**src/rtl/pwm_pkg.sv**
```systemverilog
// Shared defaults and helpers for the multi-channel PWM stage.
package pwm_pkg;

   localparam int DEFAULT_WIDTH    = 8;
   localparam int DEFAULT_CHANNELS = 2;

   // Level a pin rests at when its channel is not active (idle, disabled or in reset).
   function automatic logic inactive_level(input bit active_low);
      return active_low;
   endfunction

endpackage

```
**src/rtl/pwm_channel.sv**
```systemverilog
// One PWM channel: double-buffered duty value and a registered comparator
// against the shared counter.
module pwm_channel
   import pwm_pkg::*;
#(
   parameter int WIDTH      = DEFAULT_WIDTH,
   parameter bit ACTIVE_LOW = 1'b1
) (
   input  logic             CP,
   input  logic             RST,
   input  logic             EN,
   input  logic [WIDTH-1:0] cnt,
   input  logic             wrap,
   input  logic             LOAD,
   input  logic             commit,
   input  logic [WIDTH-1:0] duty_in,
   output logic             pwm
);

   logic [WIDTH-1:0] duty_shadow;
   logic [WIDTH-1:0] duty_act;
   logic             take_now;

   // A load that coincides with a commit point skips the shadow entirely.
   assign take_now = LOAD & (wrap | ~EN);

   // NOTE: every state element is assigned with <= so all channels and the
   // shared counter sample the same pre-edge cnt value.
   always_ff @(posedge CP) begin
      if (RST) begin
         duty_shadow <= '0;
         duty_act    <= '0;
         pwm         <= inactive_level(ACTIVE_LOW);
      end else begin
         if (LOAD && !take_now)
            duty_shadow <= duty_in;

         if (take_now)
            duty_act <= duty_in;
         else if (commit)
            duty_act <= duty_shadow;

         if (EN)
            pwm <= (duty_act > cnt) ^ ACTIVE_LOW;
         else
            pwm <= inactive_level(ACTIVE_LOW);
      end
   end

endmodule

```
**src/rtl/pwm_multi_out.sv**
```systemverilog
// Multi-channel PWM: shared programmable-period counter, period-end flag and
// glitch-free double-buffered duty/period updates.
module pwm_multi_out
   import pwm_pkg::*;
#(
   parameter int WIDTH      = DEFAULT_WIDTH,
   parameter int CHANNELS   = DEFAULT_CHANNELS,
   parameter bit ACTIVE_LOW = 1'b1
) (
   input  logic                      CP,
   input  logic                      RST,
   input  logic                      EN,
   input  logic [WIDTH-1:0]          PERIOD,
   input  logic [CHANNELS*WIDTH-1:0] DUTY_IN,
   input  logic                      LOAD,
   output logic [CHANNELS-1:0]       PWM_OUT,
   output logic                      PERIOD_END,
   output logic                      LOAD_PENDING
);

   logic [WIDTH-1:0] cnt;
   logic [WIDTH-1:0] per_act;
   logic [WIDTH-1:0] per_shadow;
   logic             wrap;
   logic             boundary;
   logic             take_now;
   logic             commit;

   // >= rather than == so a period shortened below cnt still wraps at once.
   assign wrap     = (cnt >= per_act);
   assign boundary = wrap | ~EN;
   assign take_now = LOAD & boundary;
   assign commit   = LOAD_PENDING & boundary;

   always_ff @(posedge CP) begin
      if (RST) begin
         cnt          <= '0;
         per_act      <= '1;
         per_shadow   <= '0;
         LOAD_PENDING <= 1'b0;
         PERIOD_END   <= 1'b0;
      end else begin
         cnt        <= boundary ? '0 : cnt + WIDTH'(1);
         PERIOD_END <= wrap & EN;

         if (LOAD && !take_now) begin
            per_shadow   <= PERIOD;
            LOAD_PENDING <= 1'b1;
         end else if (boundary) begin
            LOAD_PENDING <= 1'b0;
         end

         if (take_now)
            per_act <= PERIOD;
         else if (commit)
            per_act <= per_shadow;
      end
   end

   for (genvar k = 0; k < CHANNELS; k++) begin : g_ch
      pwm_channel #(
         .WIDTH      (WIDTH),
         .ACTIVE_LOW (ACTIVE_LOW)
      ) u_ch (
         .CP      (CP),
         .RST     (RST),
         .EN      (EN),
         .cnt     (cnt),
         .wrap    (wrap),
         .LOAD    (LOAD),
         .commit  (commit),
         .duty_in (DUTY_IN[k*WIDTH +: WIDTH]),
         .pwm     (PWM_OUT[k])
      );
   end

endmodule

```
**config.mk**
```make
export PLATFORM = sky130hd
export DESIGN_NAME = pwm_multi_out
export DESIGN_NICKNAME = d
export VERILOG_FILES = /design/src/rtl/pwm_pkg.sv /design/src/rtl/pwm_channel.sv /design/src/rtl/pwm_multi_out.sv
export SDC_FILE = /design/constraint.sdc
export NUM_CORES = 1
export LEC_CHECK = 0
export CAP_MARGIN = 20
export CORE_ASPECT_RATIO = 2
export CORE_MARGIN = 5
export CORE_UTILIZATION = 42
export CTS_CLUSTER_DIAMETER = 120
export CTS_CLUSTER_SIZE = 24
export DETAILED_ROUTE_END_ITERATION = 6
export PLACE_DENSITY = 0.64
export SLEW_MARGIN = 0
export SYNTH_ARGS = -nofsm -noshare
export SYNTH_HDL_FRONTEND = slang
export SYNTH_SLANG_ARGS = --single-unit
```
**constraint.sdc**
```tcl
create_clock -name CP -period 3.8 [get_ports CP]
set_input_delay 0.76 -clock CP [delete_from_list [all_inputs] [get_ports CP]]
set_output_delay 0.76 -clock CP [all_outputs]
set_load 0.02 [all_outputs]
```
; After elaboration in Yosys (flattened, before gate mapping)
; Index checks and enable logic that the tools add are counted.
[totals]
mem_bits_rw = 0
romBits = 0
latchBits = 0
reg_bits = 60
memories = 0
elab_cells = 36
output_inout_bits = 4
in_bits = 28
[op_classes]
n_mul = 0
bitwise_logic = 7
shifts = 0
n_reduce_logical = 6
addsub = 1
n_eq_ne = 0
div = 0
n_mux = 8
order_cmp = 3
[ops]
columns = cell, n
row1 = two-way mux 8 bit, 6
row2 = > comparator 8 bit, 2
row3 = adder 8 x 1 -> 8 bit (second input constant), 1
row4 = greater-or-equal comparator 8 bit, 1
row5 = nonzero test 2 bit, 2
row6 = OR reduction 2 bit, 2
row7 = AND 1 bit, 3
row8 = NOT 1 bit, 3
row9 = two-way mux 1 bit, 2
row10 = logical AND 1 bit, 1
row11 = logical NOT 1 bit, 1
row12 = bitwise OR 1 bit, 1

; Depth between registers and ports, before layout
; Gate-level depths: netlist of run 1.
[logic_depth]
ltp_word = 6
ltp_mapped = 8
ltp_nobuf = 7

; By module
; From an unflattened synthesis of run 1, not the netlist that was laid out.
[unflattened]
cells_unflattened = 329
area_unflattened_um2 = 3030.4
[modules_own_cells]
columns = mod, instances, area_each_um2, cells_per_inst, seq_area_each_um2
row1 = pwm_channel, 2, 889.6, 94, 340.3
row2 = pwm_multi_out, 1, 1251.2, 141, 520.5

; Worst setup path after synthesis of run 1
; No wires, ideal clock.
[synth_timing]
kind = register -> register
start = register cnt[0]
end = register g_ch[0].u_ch.duty_shadow[0]
period_less_slack_ps = 2245
setup_ps = 72
n_path_buf = 1
required_ps = 3728
setup_slack_ps = 1555
stages_incl_launch_ff = 9
arrival_ps = 2173
cell_sequence = dfxtp_1 inv_1 ha_1 nand2b_1 a2111o_1 and3_4 nor3_4 buf_8 mux2i_1
[synth_between]
elab_chain_len = 5
[synth_lines]
columns = element, line_no
row1 = "start, declared", pwm_multi_out.sv:21  ; logic [WIDTH-1:0] cnt;
row2 = "start signal, assigned", pwm_multi_out.sv:43  ; cnt <= boundary ? '0 : cnt + WIDTH'(1);
row3 = greater-or-equal comparator 8 bit, pwm_multi_out.sv:30  ; assign wrap = (cnt >= per_act);
row4 = bitwise OR 1 bit, pwm_channel.sv:25  ; assign take_now = LOAD & (wrap | ~EN);
row5 = AND 1 bit, pwm_channel.sv:25
row6 = logical NOT 1 bit, pwm_channel.sv:35  ; if (LOAD && !take_now)
row7 = logical AND 1 bit, pwm_channel.sv:35
row8 = "end signal, assigned", pwm_channel.sv:36  ; duty_shadow <= duty_in;
row9 = "end, declared", pwm_channel.sv:20  ; logic [WIDTH-1:0] duty_shadow;
; No other way between the ends.
; A chain may end at the register's enable or synchronous reset.

; Worst setup path in the final report of run 1
[layout_timing]
start = register cnt[0]
end = register g_ch[1].u_ch.duty_act[6]
[layout_between]
elab_chain_len = 4
elab_cells_between_ends = 6
classes_between = 1 x order compare / 1 x mux / 3 x bitwise / 1 x reduce/logical
[layout_lines]
columns = element, line_no
row1 = greater-or-equal comparator 8 bit *, pwm_multi_out.sv:30
row2 = bitwise OR 1 bit *, "pwm_channel.sv:25, pwm_multi_out.sv:31"
row3 = "AND 1 bit, on equally long branches", "pwm_channel.sv:25, pwm_multi_out.sv:33"
row4 = two-way mux 8 bit or nonzero test 2 bit (tied branches), n/a
row5 = "end signal, assigned", pwm_channel.sv:39  ; duty_act <= duty_in;
row6 = "end signal, assigned", pwm_channel.sv:41  ; duty_act <= duty_shadow;
row7 = "end, declared", pwm_channel.sv:21  ; logic [WIDTH-1:0] duty_act;
; Every way passes the cells marked *; elsewhere a longest branch is shown, timed or not.

==> impl_results.md, run 1 <==
* Clk network pwr share at 0.511
* Top FF cell, synth: dfxtp_1
* Critical Path Start: cnt[0]
* N_diodes at 0
* # H-tree levels at 3
* Pwr dens at 470 nW/µm²
* Total Power at 1.86 mW
* DRT Pass-1 Iters at 4
* Crit-path slowest cell: dfxtp_1
* Min Clock Period, post-route at between 2 and 3 ns
* # rows at 45
* Ys Warns at 0
* Crit path launch type: flip-flop
* Setup TNS at 0 ns
* Max_cap viols at 0
* Routed WL at 6890 µm
* Post-CTS setup buffer count at 0
* DRC at 0
* Sequential power share at 0.369
* Mapped Area at 3280 µm²
* Ys async rst share at 0
* Critical path cell sequence: inv_1 > ha_1 > nand2b_1 > a2111o_1 > a31o_2 > o21a_1 > buf_4 > o21a_1
* Setup crit end kind: flip-flop
* Post-cts sizing count at 0
* Pin count of the biggest net entering global routing at 75
* Pint at 1.46 mW
* #FFs+latches synth at 60
* RSZ-0062 raised after global routing: false
* Final nets at between 400 and 500
* GR Util All Layers at 0.158
* Fmax at around 380 MHz
* Initial DRC count at 86
* Commonest non-fill, non-tap cell in the layout: nand2b_1
* Fillers at between 700 and 800
* Max Root-Sink Buffers at 2
* Most frequent cells in the layout: 69 x nand2b_1, 60 x dfxtp_1, 40 x mux2i_1
* Clock transition at path regs at around 0.050 ns
* Core Area at 7600 µm²
* Slack of the critical path at 1.15 ns
* Clk sinks at 60
* Worst rel slew slack at 0.336
* Register area share after synthesis at 0.366
* Max VDD drop at approximately 260 µV
* R2R cell count at 8
* Worst R2R Setup Slack at around 1.2 ns
* Critical Path RT at 4.02 ns
* Clock Skew at 0.00381 ns
* Cell count after synthesis at 356
* CTS Buf Count at 9
* Initial Utilization at 0.431
* Final setup viols at 0
* Dpl ws at 1.10 ns
* Die height at roughly 130 µm
* R2R Path Start: cnt[0]
* Chip Width at 72.5 µm
* Delay-heaviest family, CP: compound AO/OA/AOI/OAI gates
* Dpl hpwl at 5060 µm
* Area fraction of the dominant cell type after synthesis at 0.366
* Clock root buffer: clkbuf_16
* Ports at 32
* Leak pwr at about 1.6 nW
* Period utilization at 0.697
* Switching fraction of total power at 0.218
* Via Count at 2,467
* Gate power share at 0.120
* Syn_nets at 409
* Fin. max-slew vios at 0
* Worst Hold Class: reg -> reg
* Port bufs at 31
* TritonCTS clock tree: done
* Yosys cell types at 33
* Net Sw Power at between 0.4 and 0.5 mW
* Worst Tran Pin Value at 0.996 ns
* Buf/Inv on CP at 2
* Register area at between 1000 and 1500 µm²
* RePlAce Congestion at 0.827
* Share of cells above drive strength 1 at 0.0649
* R2R Path End: g_ch[1].u_ch.duty_act[6]
* Post-route ant nets at 0
* EDFF count, synth at 0
* Crit path max fanout at 25
* Hold_ws at 0.464 ns
* Crit path largest cell delay at 0.46 ns
* Critical path type: reg -> reg
* Die area at 9780 µm²
* Via density at 5.15
* Leading area contributor after synthesis: dfxtp_1
* Critical Path AT at 2.87 ns
* DR WL/cell at 14.4 µm
* Initial antenna violation count at 0
* Hold_buf cts at 0
* Top cells by area, synth: dfxtp_1 37%, nand2b_1 13%, mux2i_1 12%
* CP dominant cell by count: o21a_1
* First-pass GRT wire length at around 12,000 µm
* Result of the run: finished clean
* Vias in the first global route at around 2,600
* Layout overhead on the synthesized area at 21.1%
* Clk_lat worst skew at about 0.33 ns
* Final Hold Viols at 0
* Synth Area per Inst at 9.21 µm²
* Gr ovfl total at 0
* Capture point of the worst path: g_ch[1].u_ch.duty_act[6]
* Crit path depth at 8
* Area occupied by multi-input gates at ~1900 µm²
[per-layer routing]
layer  share of wire  global-route usage
met2            0.51               0.262
met5               0                   0
met4           0.040              0.0965
met1            0.41               0.175
met3           0.041              0.0417
[worst register-to-register path: cells and delay by family, from the launching register on]
kind            cells  cell delay, ns
compound gates      4            1.33
fa+ha+maj           1            0.29
buf+inv             2            0.34
flops               1            0.46
simple gates        1            0.14
[worst min path at each step]
stage	start	slack (ns)	depth (start not counted)	endpoint
after detailed placement	g_ch[1].u_ch.duty_act[0]	0.46	1	g_ch[1].u_ch.duty_act[0]
after floorplan	g_ch[0].u_ch.duty_act[0]	0.44	1	g_ch[0].u_ch.duty_act[0]
after global placement	g_ch[0].u_ch.duty_shadow[4]	0.45	2	g_ch[0].u_ch.duty_shadow[4]
after CTS	g_ch[1].u_ch.duty_act[0]	0.47	1	g_ch[1].u_ch.duty_act[0]
after global routing	g_ch[0].u_ch.duty_shadow[4]	0.48	2	g_ch[0].u_ch.duty_shadow[4]
final	g_ch[1].u_ch.duty_act[0]	0.46	1	g_ch[1].u_ch.duty_act[0]
[layout make-up]
class                   count  share of cell area
flip-flops and latches     60               0.303
multi-input cells         253               0.475
repair buffers             35              0.0845
inverters                  21              0.0199
well taps                  94              0.0296
clock inverters             4              0.0240
clock buffers              12              0.0646
[synthesized netlist by cell type (2+ instances only)]
| master | n |
|---|---|
| ha_1 | 25 |
| nand2_1 | 4 |
| inv_1 | 21 |
| nand2b_1 | 69 |
| xnor2_1 | 6 |
| dfxtp_1 | 60 |
| nand3_1 | 11 |
| clkbuf_1 | 14 |
| o21ai_0 | 7 |
| mux2i_1 | 40 |
| nor2_1 | 11 |
| buf_1 | 3 |
| buf_8 | 2 |
| a21oi_1 | 29 |
| nor2b_1 | 6 |
| o221ai_1 | 9 |
| buf_4 | 2 |
| nand4_1 | 4 |
| o21a_1 | 19 |
[cell families after synthesis]
kind of cell               synth area share
and+or+nand+nor                       0.206
AOI/OAI and AO/OA                     0.135
DFF                                   0.366
xor gates and xnor gates             0.0160
buffers and inverters                0.0588
muxes                                 0.122
adders and majority gates            0.0954
[registers in the layout, indices dropped and copies added, names as in the netlist]
name and count:
LOAD_PENDING 1, PERIOD_END 1, cnt 8, g_ch.u_ch.duty_act 16, g_ch.u_ch.duty_shadow 16, g_ch.u_ch.pwm 2
per_act 8, per_shadow 8
[power by group through the flow]
stage | registers, mW | logic (mW) | clock network, mW
6_report | 0.687 | 0.224 | 0.952
5_1_grt | 0.691 | 0.255 | 1.00
4_1_cts | 0.687 | 0.228 | 0.973
3_5_place_dp | 0.701 | 0.227 | 0
3_3_place_gp | 0.699 | 0.219 | 0
2_1_floorplan | 0.695 | 0.160 | 0
[stage by stage]
stage / instance area [µm²] / std cells / utilization
6_report: 3970 / 479 / 0.522
3_3_place_gp: 3620 / 463 / 0.476
4_1_cts: 3970 / 479 / 0.522
2_1_floorplan: 3280 / 356 / -
3_5_place_dp: 3620 / 463 / 0.476
5_1_grt: 3970 / 479 / 0.522
Power figures use the tool's default switching activity.
==> run 2, diff against run 1 <==
Clock period 3.8 ns to 2.7 ns, I/O delays scaled along.
==> run 2 against run 1 <==
  * Sequential share of layout area down 0.24 points
  * Final cell count up 0.21%
  * Critical path depth down 1
  * Wire length up 1.0%
  * Combinational power up 43%
  * Largest power group unchanged
==> impl_results.md, run 2 (synthesis gave the netlist of run 1 again) <==
* Max VDD drop at 429 µV (+65%)
* First-pass GRT wire length at 12,100 µm (+2.5%)
* Result of the run: finished clean
* Final nets at 434 (+0.23%)
* Worst rel slew slack at 0.446 (+0.110)
* Worst R2R Setup Slack at 0.32 ns (-0.83 ns)
* Clk_lat worst skew at 0.33 ns (about the same)
* Fmax at 419 MHz (+11%)
* Core Area at 7600 µm² (unchanged)
* Slack of the critical path at 0.316 ns (-0.835 ns)
* R2R cell count at 7 (-1)
* Pin count of the biggest net entering global routing at 56 (-25%)
* DRT Pass-1 Iters at 4 (unchanged)
* Clock transition at path regs at 0.05 ns (about the same)
* GR Util All Layers at 0.158 (+0.000626)
* Ports at 32 (unchanged)
* R2R Path Start: cnt[0]
* Core Util, Final at 0.526 (+0.00411)
* Initial Utilization at 0.431 (unchanged)
* Vias in the first global route at 2,639 (+2.7%)
* Hold_buf cts at 0 (unchanged)
* DR WL/cell at 14.5 µm (+0.79%)
* Critical path cell sequence: inv_1 > ha_1 > nand2b_1 > a2111o_1 > a31o_2 > o21a_1 > o21a_1
* Crit path launch type: flip-flop
* Critical path type: reg -> reg
* N_diodes at 0 (unchanged)
* Routed WL at 6960 µm (+1.0%)
* Post-cts sizing count at 0 (unchanged)
* Chip Width at 72.5 µm (unchanged)
* Most frequent cells in the layout: 69 x nand2b_1, 60 x dfxtp_1, 40 x mux2i_1
* Period utilization at 0.883 (+0.186)
* Post-CTS setup buffer count at 0 (unchanged)
* Dpl ws at 0.280 ns (-0.823 ns)
* Max_cap viols at 0 (unchanged)
* Final setup viols at 0 (unchanged)
* Pwr dens at 656 nW/µm² (+40%)
* Share of cells above drive strength 1 at 0.0699 (+0.00501)
* CP dominant cell by count: o21a_1
* Setup TNS at 0 ns (unchanged)
* Clock root buffer: clkbuf_16
* Clock Skew at 0.00880 ns (+0.00499 ns)
* DRC at 0 (unchanged)
* Via density at 5.16 (+0.24%)
* Via Count at 2,478 (+0.45%)
* Setup crit end kind: flip-flop
* Buf/Inv on CP at 1 (-1)
* Gr ovfl total at 0 (unchanged)
* Port bufs at 31 (unchanged)
* Delay-heaviest family, CP: compound AO/OA/AOI/OAI gates
* # H-tree levels at 3 (unchanged)
* Critical Path RT at 2.92 ns (-1.10 ns)
* Hold wc startpoint: g_ch[0].u_ch.duty_act[0]
* Crit-path slowest cell: a2111o_1
* Worst Tran Pin Value at 0.830 ns (-0.165 ns)
* Die area at 9780 µm² (unchanged)
* Post-route ant nets at 0 (unchanged)
* Min Clock Period, post-route at 2.38 ns (-0.265 ns)
* Leak pwr at 1.63 nW (+0.53%)
* Hold Path Depth at 1 (unchanged)
* Dpl hpwl at 4980 µm (-1.7%)
* RePlAce Congestion at 0.815 (-1.4%)
* Total Power at 2.62 mW (+41%)
* Hold EP: g_ch[0].u_ch.duty_act[0]
* RSZ-0062 raised after global routing: false
* Max Root-Sink Buffers at 2 (unchanged)
* CTS Buf Count at 9 (unchanged)
* Fin. max-slew vios at 0 (unchanged)
* Crit path max fanout at 24 (-4.0%)
* R2R Path End: g_ch[0].u_ch.duty_act[2]
* Final Hold Viols at 0 (unchanged)
* Crit path largest cell delay at 0.43 ns (-0.03 ns)
* Initial antenna violation count at 0 (unchanged)
* Layout overhead on the synthesized area at 22.0%
* Top Registers: g_ch.u_ch.duty_act x16, g_ch.u_ch.duty_shadow x16
* Initial DRC count at 124 (+44%)
* # rows at 45 (unchanged)
* Commonest non-fill, non-tap cell in the layout: nand2b_1
* Critical Path AT at 2.60 ns (-0.27 ns)
* Worst Hold Class: reg -> reg
* Die height at 135 µm (unchanged)
* Clk sinks at 60 (unchanged)
* TritonCTS clock tree: done
[run 2: how the worst max path moves through the flow]
stage | start | endpoint | cells after the start | slack [ns]
3_5_place_dp | cnt[0] | g_ch[1].u_ch.duty_act[5] | 7 | 0.28
3_3_place_gp | cnt[0] | g_ch[1].u_ch.duty_act[0] | 7 | 0.32
2_1_floorplan | cnt[0] | g_ch[0].u_ch.duty_shadow[0] | 8 | 0.46
6_report | cnt[0] | g_ch[0].u_ch.duty_act[2] | 7 | 0.32
5_1_grt | cnt[0] | per_act[2] | 7 | 0.1
4_1_cts | cnt[0] | g_ch[0].u_ch.duty_act[2] | 7 | 0.27
[run 2: worst register-to-register path: cells and delay by family, from the launching register on]
kind,cells,cell delay [ns]
buf+inv,1,0.09
simple gates,1,0.14
flops,1,0.42
compound gates,4,1.33
fa+ha+maj,1,0.29
[run 2: power breakdown]
part	switching (mW)	internal, mW	leakage, nW	total, mW
registers	0.0274	0.941	0.493	0.968
clock network	0.411	0.925	0.169	1.34
logic	0.155	0.165	0.964	0.320
total	0.593	2.03	1.63	2.62
[run 2: stage by stage]
stage	cell area, µm²	std cells	hold WS [ns]
floorplan	3280	356	0.441
global placement	3650	464	0.452
detailed placement	3650	464	0.454
CTS	4000	480	0.469
global route	4000	480	0.492
finish	4000	480	0.466
[run 2: layout make-up]
cell class,count,area [µm²]
clock buffer,10,239
clock inverter,6,111
fill,716,3600
inverter,21,78.8
multi-input combinational,253,1880
sequential,60,1200
tap,94,118
timing repair buffer,36,368
[run 2: routing by layer]
layer | global-route usage | share of wire | vias to the layer above
met1 | 0.172 | 0.42 | 1151
li1 | - | - | 1274
met3 | 0.0365 | 0.035 | 18
met2 | 0.275 | 0.51 | 35
met4 | 0.0883 | 0.033 | 0
met5 | 0 | 0 | -
==> run 3, diff against run 2 <==
Settings changed: ABC_AREA set to 1, SYNTH_HIERARCHICAL set to 1.
==> run 3 against run 2 <==
  * Via count is 15% higher
  * Combinational power shrank 2%
  * Critical path depth grew 3
  * Hold slack worse by 0.020 ns
  * Register-to-register slack gained 0.15 ns
  * Sequential share of layout area is 0.56 points lower
  * Clock skew fell by 0.0045 ns
  * Design area increased by 1.9%
  * Maximum frequency up 6.6%
  * Sequential power barely moved
  * First-iteration DRC count is 7.3% lower
  * Area after synthesis is 1.6% higher
  * Critical path type unchanged
==> impl_results.md, run 3 <==
* Fin. max-slew vios at 0 (unchanged)
* XOR/XNOR Fraction of Synth Area at 0.0105 (-0.00552)
* Register area share after synthesis at 0.360 (-0.00592)
* Synth Area per Inst at 6.77 µm² (-26%)
* Gr ovfl total at 0 (unchanged)
* Mapped Area at 3330 µm² (+1.6%)
* Worst R2R Setup Slack at 0.46 ns (+0.15 ns)
* R2R Path End: g_ch[1].u_ch/duty_act[6]
* Ys Warns at 6 (+6)
* Vias in the first global route at 2,624 (-0.57%)
* Layout overhead on the synthesized area at 22.3%
* Max_cap viols at 0 (unchanged)
* Pin count of the biggest net entering global routing at 33 (-41%)
* Crit path max fanout at 32 (+33%)
* Fmax at 447 MHz (+6.6%)
* CTS Buf Count at 9 (unchanged)
* Critical Path Start: cnt[7]
* Final Hold Viols at 0 (unchanged)
* Adder-Cell Fraction of Synth Area at 0.0939 (-0.00154)
* Setup TNS at 0 ns (unchanged)
* Synth Area in Compound Gates at 0.0999 (-0.0352)
* TritonCTS clock tree: done
* Area occupied by multi-input gates at 1680 µm² (-11%)
* Post-CTS setup buffer count at 0 (unchanged)
* Initial Utilization at 0.426 (-0.00560)
* Commonest non-fill, non-tap cell in the layout: nand2_1
* Top FF cell, synth: dfxtp_1
* Share of cells above drive strength 1 at 0.0749 (+0.00496)
* Cell count after synthesis at 492 (+38%)
* Top Registers: g_ch.u_ch/duty_act x16, g_ch.u_ch/duty_shadow x16
* Slack of the critical path at 0.464 ns (+0.149 ns)
* Worst Hold Class: reg -> reg
* RSZ-0062 raised after global routing: false
* # H-tree levels at 3 (unchanged)
* Hold_buf cts at 0 (unchanged)
* Post-cts sizing count at 0 (unchanged)
* Pwr dens at 627 nW/µm² (-4.4%)
* Largest family of logic cells by synthesized area: simple AND/OR/NAND/NOR gates
* Critical Path AT at 2.48 ns (-0.12 ns)
* Mux cell area share after synthesis at 0 (-0.122)
* Max VDD drop at 501 µV (+17%)
* Count leader, synth: nand2_1
* Synth top cells by count: 105 x nand2_1, 97 x inv_1, 76 x nor2_1
* Port bufs at 31 (unchanged)
* R2R Path Start: cnt[7]
* Final nets at 582 (+34%)
* Core Area at 7830 µm² (+3.0%)
* Post-route ant nets at 0 (unchanged)
* Fillers at 810 (+13%)
* DRT Pass-1 Iters at 4 (unchanged)
* DRC at 0 (unchanged)
* GR Util All Layers at 0.152 (-0.00674)
* Min Clock Period, post-route at 2.24 ns (-0.149 ns)
* Capture point of the worst path: g_ch[1].u_ch/duty_act[6]
* Leak pwr at 1.95 nW (+20%)
* Yosys cell types at 26 (-21%)
* Routed wl met2 at 3380 µm (-4.4%)
* Most frequent cells in the layout: 105 x nand2_1, 97 x inv_1, 76 x nor2_1
* Via Count at 2,839 (+15%)
* DR WL/cell at 10.9 µm (-25%)
* Highest Signal Layer: met4
* Initial antenna violation count at 0 (unchanged)
* Die area at 9920 µm² (+1.5%)
* N_diodes at 0 (unchanged)
* Area fraction of the dominant cell type after synthesis at 0.360 (-0.00592)
* # rows at 46 (+2.2%)
* Clk_lat worst skew at 0.32 ns (about the same)
* Clock transition at path regs at 0.05 ns (about the same)
* #FFs+latches synth at 60 (unchanged)
* Initial DRC count at 115 (-7.3%)
* Top cells by area, synth: dfxtp_1 36%, nand2_1 12%, inv_1 11%
* Register area at 1200 µm² (unchanged)
* Die height at 136 µm (+0.76%)
* Clock Skew at 0.00430 ns (-0.00450 ns)
* Clock root buffer: clkbuf_16
* Chip Width at 73.0 µm (+0.70%)
* Max Root-Sink Buffers at 2 (unchanged)
* Worst Tran Pin Value at 0.483 ns (-0.347 ns)
* Via density at 4.51 (-13%)
* Clk sinks at 60 (unchanged)
* Critical Path RT at 2.94 ns (+0.02 ns)
* Post-Route M1 WL at 3140 µm (+6.8%)
* Post-synthesis simple-gate area fraction at 0.301 (+0.0951)
* Crit path launch type: flip-flop
* Result of the run: finished clean
* First-pass GRT wire length at 11,800 µm (-2.5%)
* R2R cell count at 10 (+3)
* Worst rel slew slack at 0.677 (+0.231)
* Ports at 32 (unchanged)
* RePlAce Congestion at 0.776 (-4.8%)
* Period utilization at 0.828 (-0.0550)
* Ys async rst share at 0 (unchanged)
* Leading area contributor after synthesis: dfxtp_1
* Routed WL at 6870 µm (-1.3%)
* Dpl hpwl at 5160 µm (+3.5%)
* Final setup viols at 0 (unchanged)
* Dpl ws at 0.473 ns (+0.193 ns)
* Setup crit end kind: flip-flop
* Syn_nets at 545 (+33%)
* Critical path type: reg -> reg
* EDFF count, synth at 0 (unchanged)
* Met3 Routed Length at 206 µm (-15%)
-- run 3: changes by cell type after synthesis, sizes merged, moves of 9 or more --
cell and change:
nand2 +104, inv +78, mux2i -40, o21a -19, nand2b -69, o21ai +25, nor3 +13, nand3 +10
clkbuf -12, o221ai -9, nor2 +66
-- run 3: report_power, final --
| group | total, mW | internal, mW | switching [mW] |
|---|---|---|---|
| combinational | 0.314 | 0.138 | 0.176 |
| clock | 1.27 | 0.879 | 0.392 |
| sequential | 0.971 | 0.942 | 0.0287 |
-- run 3: worst min path at each step --
stage                                     start                     endpoint  slack [ns]  cells past startpoint
finish              g_ch[1].u_ch/duty_shadow[7]  g_ch[1].u_ch/duty_shadow[7]        0.45                      2
detailed placement  g_ch[1].u_ch/duty_shadow[7]  g_ch[1].u_ch/duty_shadow[7]        0.44                      2
CTS                 g_ch[1].u_ch/duty_shadow[7]  g_ch[1].u_ch/duty_shadow[7]        0.45                      2
global placement    g_ch[1].u_ch/duty_shadow[4]  g_ch[1].u_ch/duty_shadow[4]        0.44                      2
floorplan           g_ch[0].u_ch/duty_shadow[0]  g_ch[0].u_ch/duty_shadow[0]        0.42                      2
global route        g_ch[0].u_ch/duty_shadow[6]  g_ch[0].u_ch/duty_shadow[6]        0.46                      2
-- run 3: logic make-up (layout without fill, tap and decap cells) --
kind of cell	count (synthesis)	after routing
compound gates	65	65
xor+xnor	4	4
fa+ha+maj	25	25
buf+inv	111	153
flops	60	60
simple gates	227	227
-- run 3: metal layers --
metal,vias to the layer above,global-route usage
met3,12,0.0289
met5,-,0
met1,1207,0.188
met4,0,0.0678
li1,1587,-
met2,33,0.249
-- run 3: layout make-up --
class	instances	area share
Multi-Input combinational cell	321	0.413
Timing Repair Buffer	38	0.0890
Sequential cell	60	0.295
Clock inverter	4	0.0172
Clock buffer	12	0.0654
Tap cell	96	0.0295
Inverter	99	0.0912
-- run 3: stage by stage --
| step | area [µm²] | utilization | hold WS [ns] | cells | power (mW) |
|---|---|---|---|---|---|
| 6_report | 4080 | 0.521 | 0.446 | 630 | 2.56 |
| 2_1_floorplan | 3330 | - | 0.424 | 492 | 1.20 |
| 3_3_place_gp | 3740 | 0.478 | 0.436 | 614 | 1.30 |
| 4_1_cts | 4080 | 0.521 | 0.447 | 630 | 2.59 |
| 3_5_place_dp | 3740 | 0.478 | 0.438 | 614 | 1.31 |
| 5_1_grt | 4080 | 0.521 | 0.463 | 630 | 2.68 |
-- run 3: critical path, stage by stage (launching register included) --
cell and delay [ns]:
dfxtp_1 0.40, ha_1 0.27, a21o_1 0.19, nor2_4 0.20, nand4_4 0.27, nand2_1 0.13, inv_1 0.04, buf_4 0.21
o21ai_0 0.22, nor2_1 0.07, nor3_1 0.14
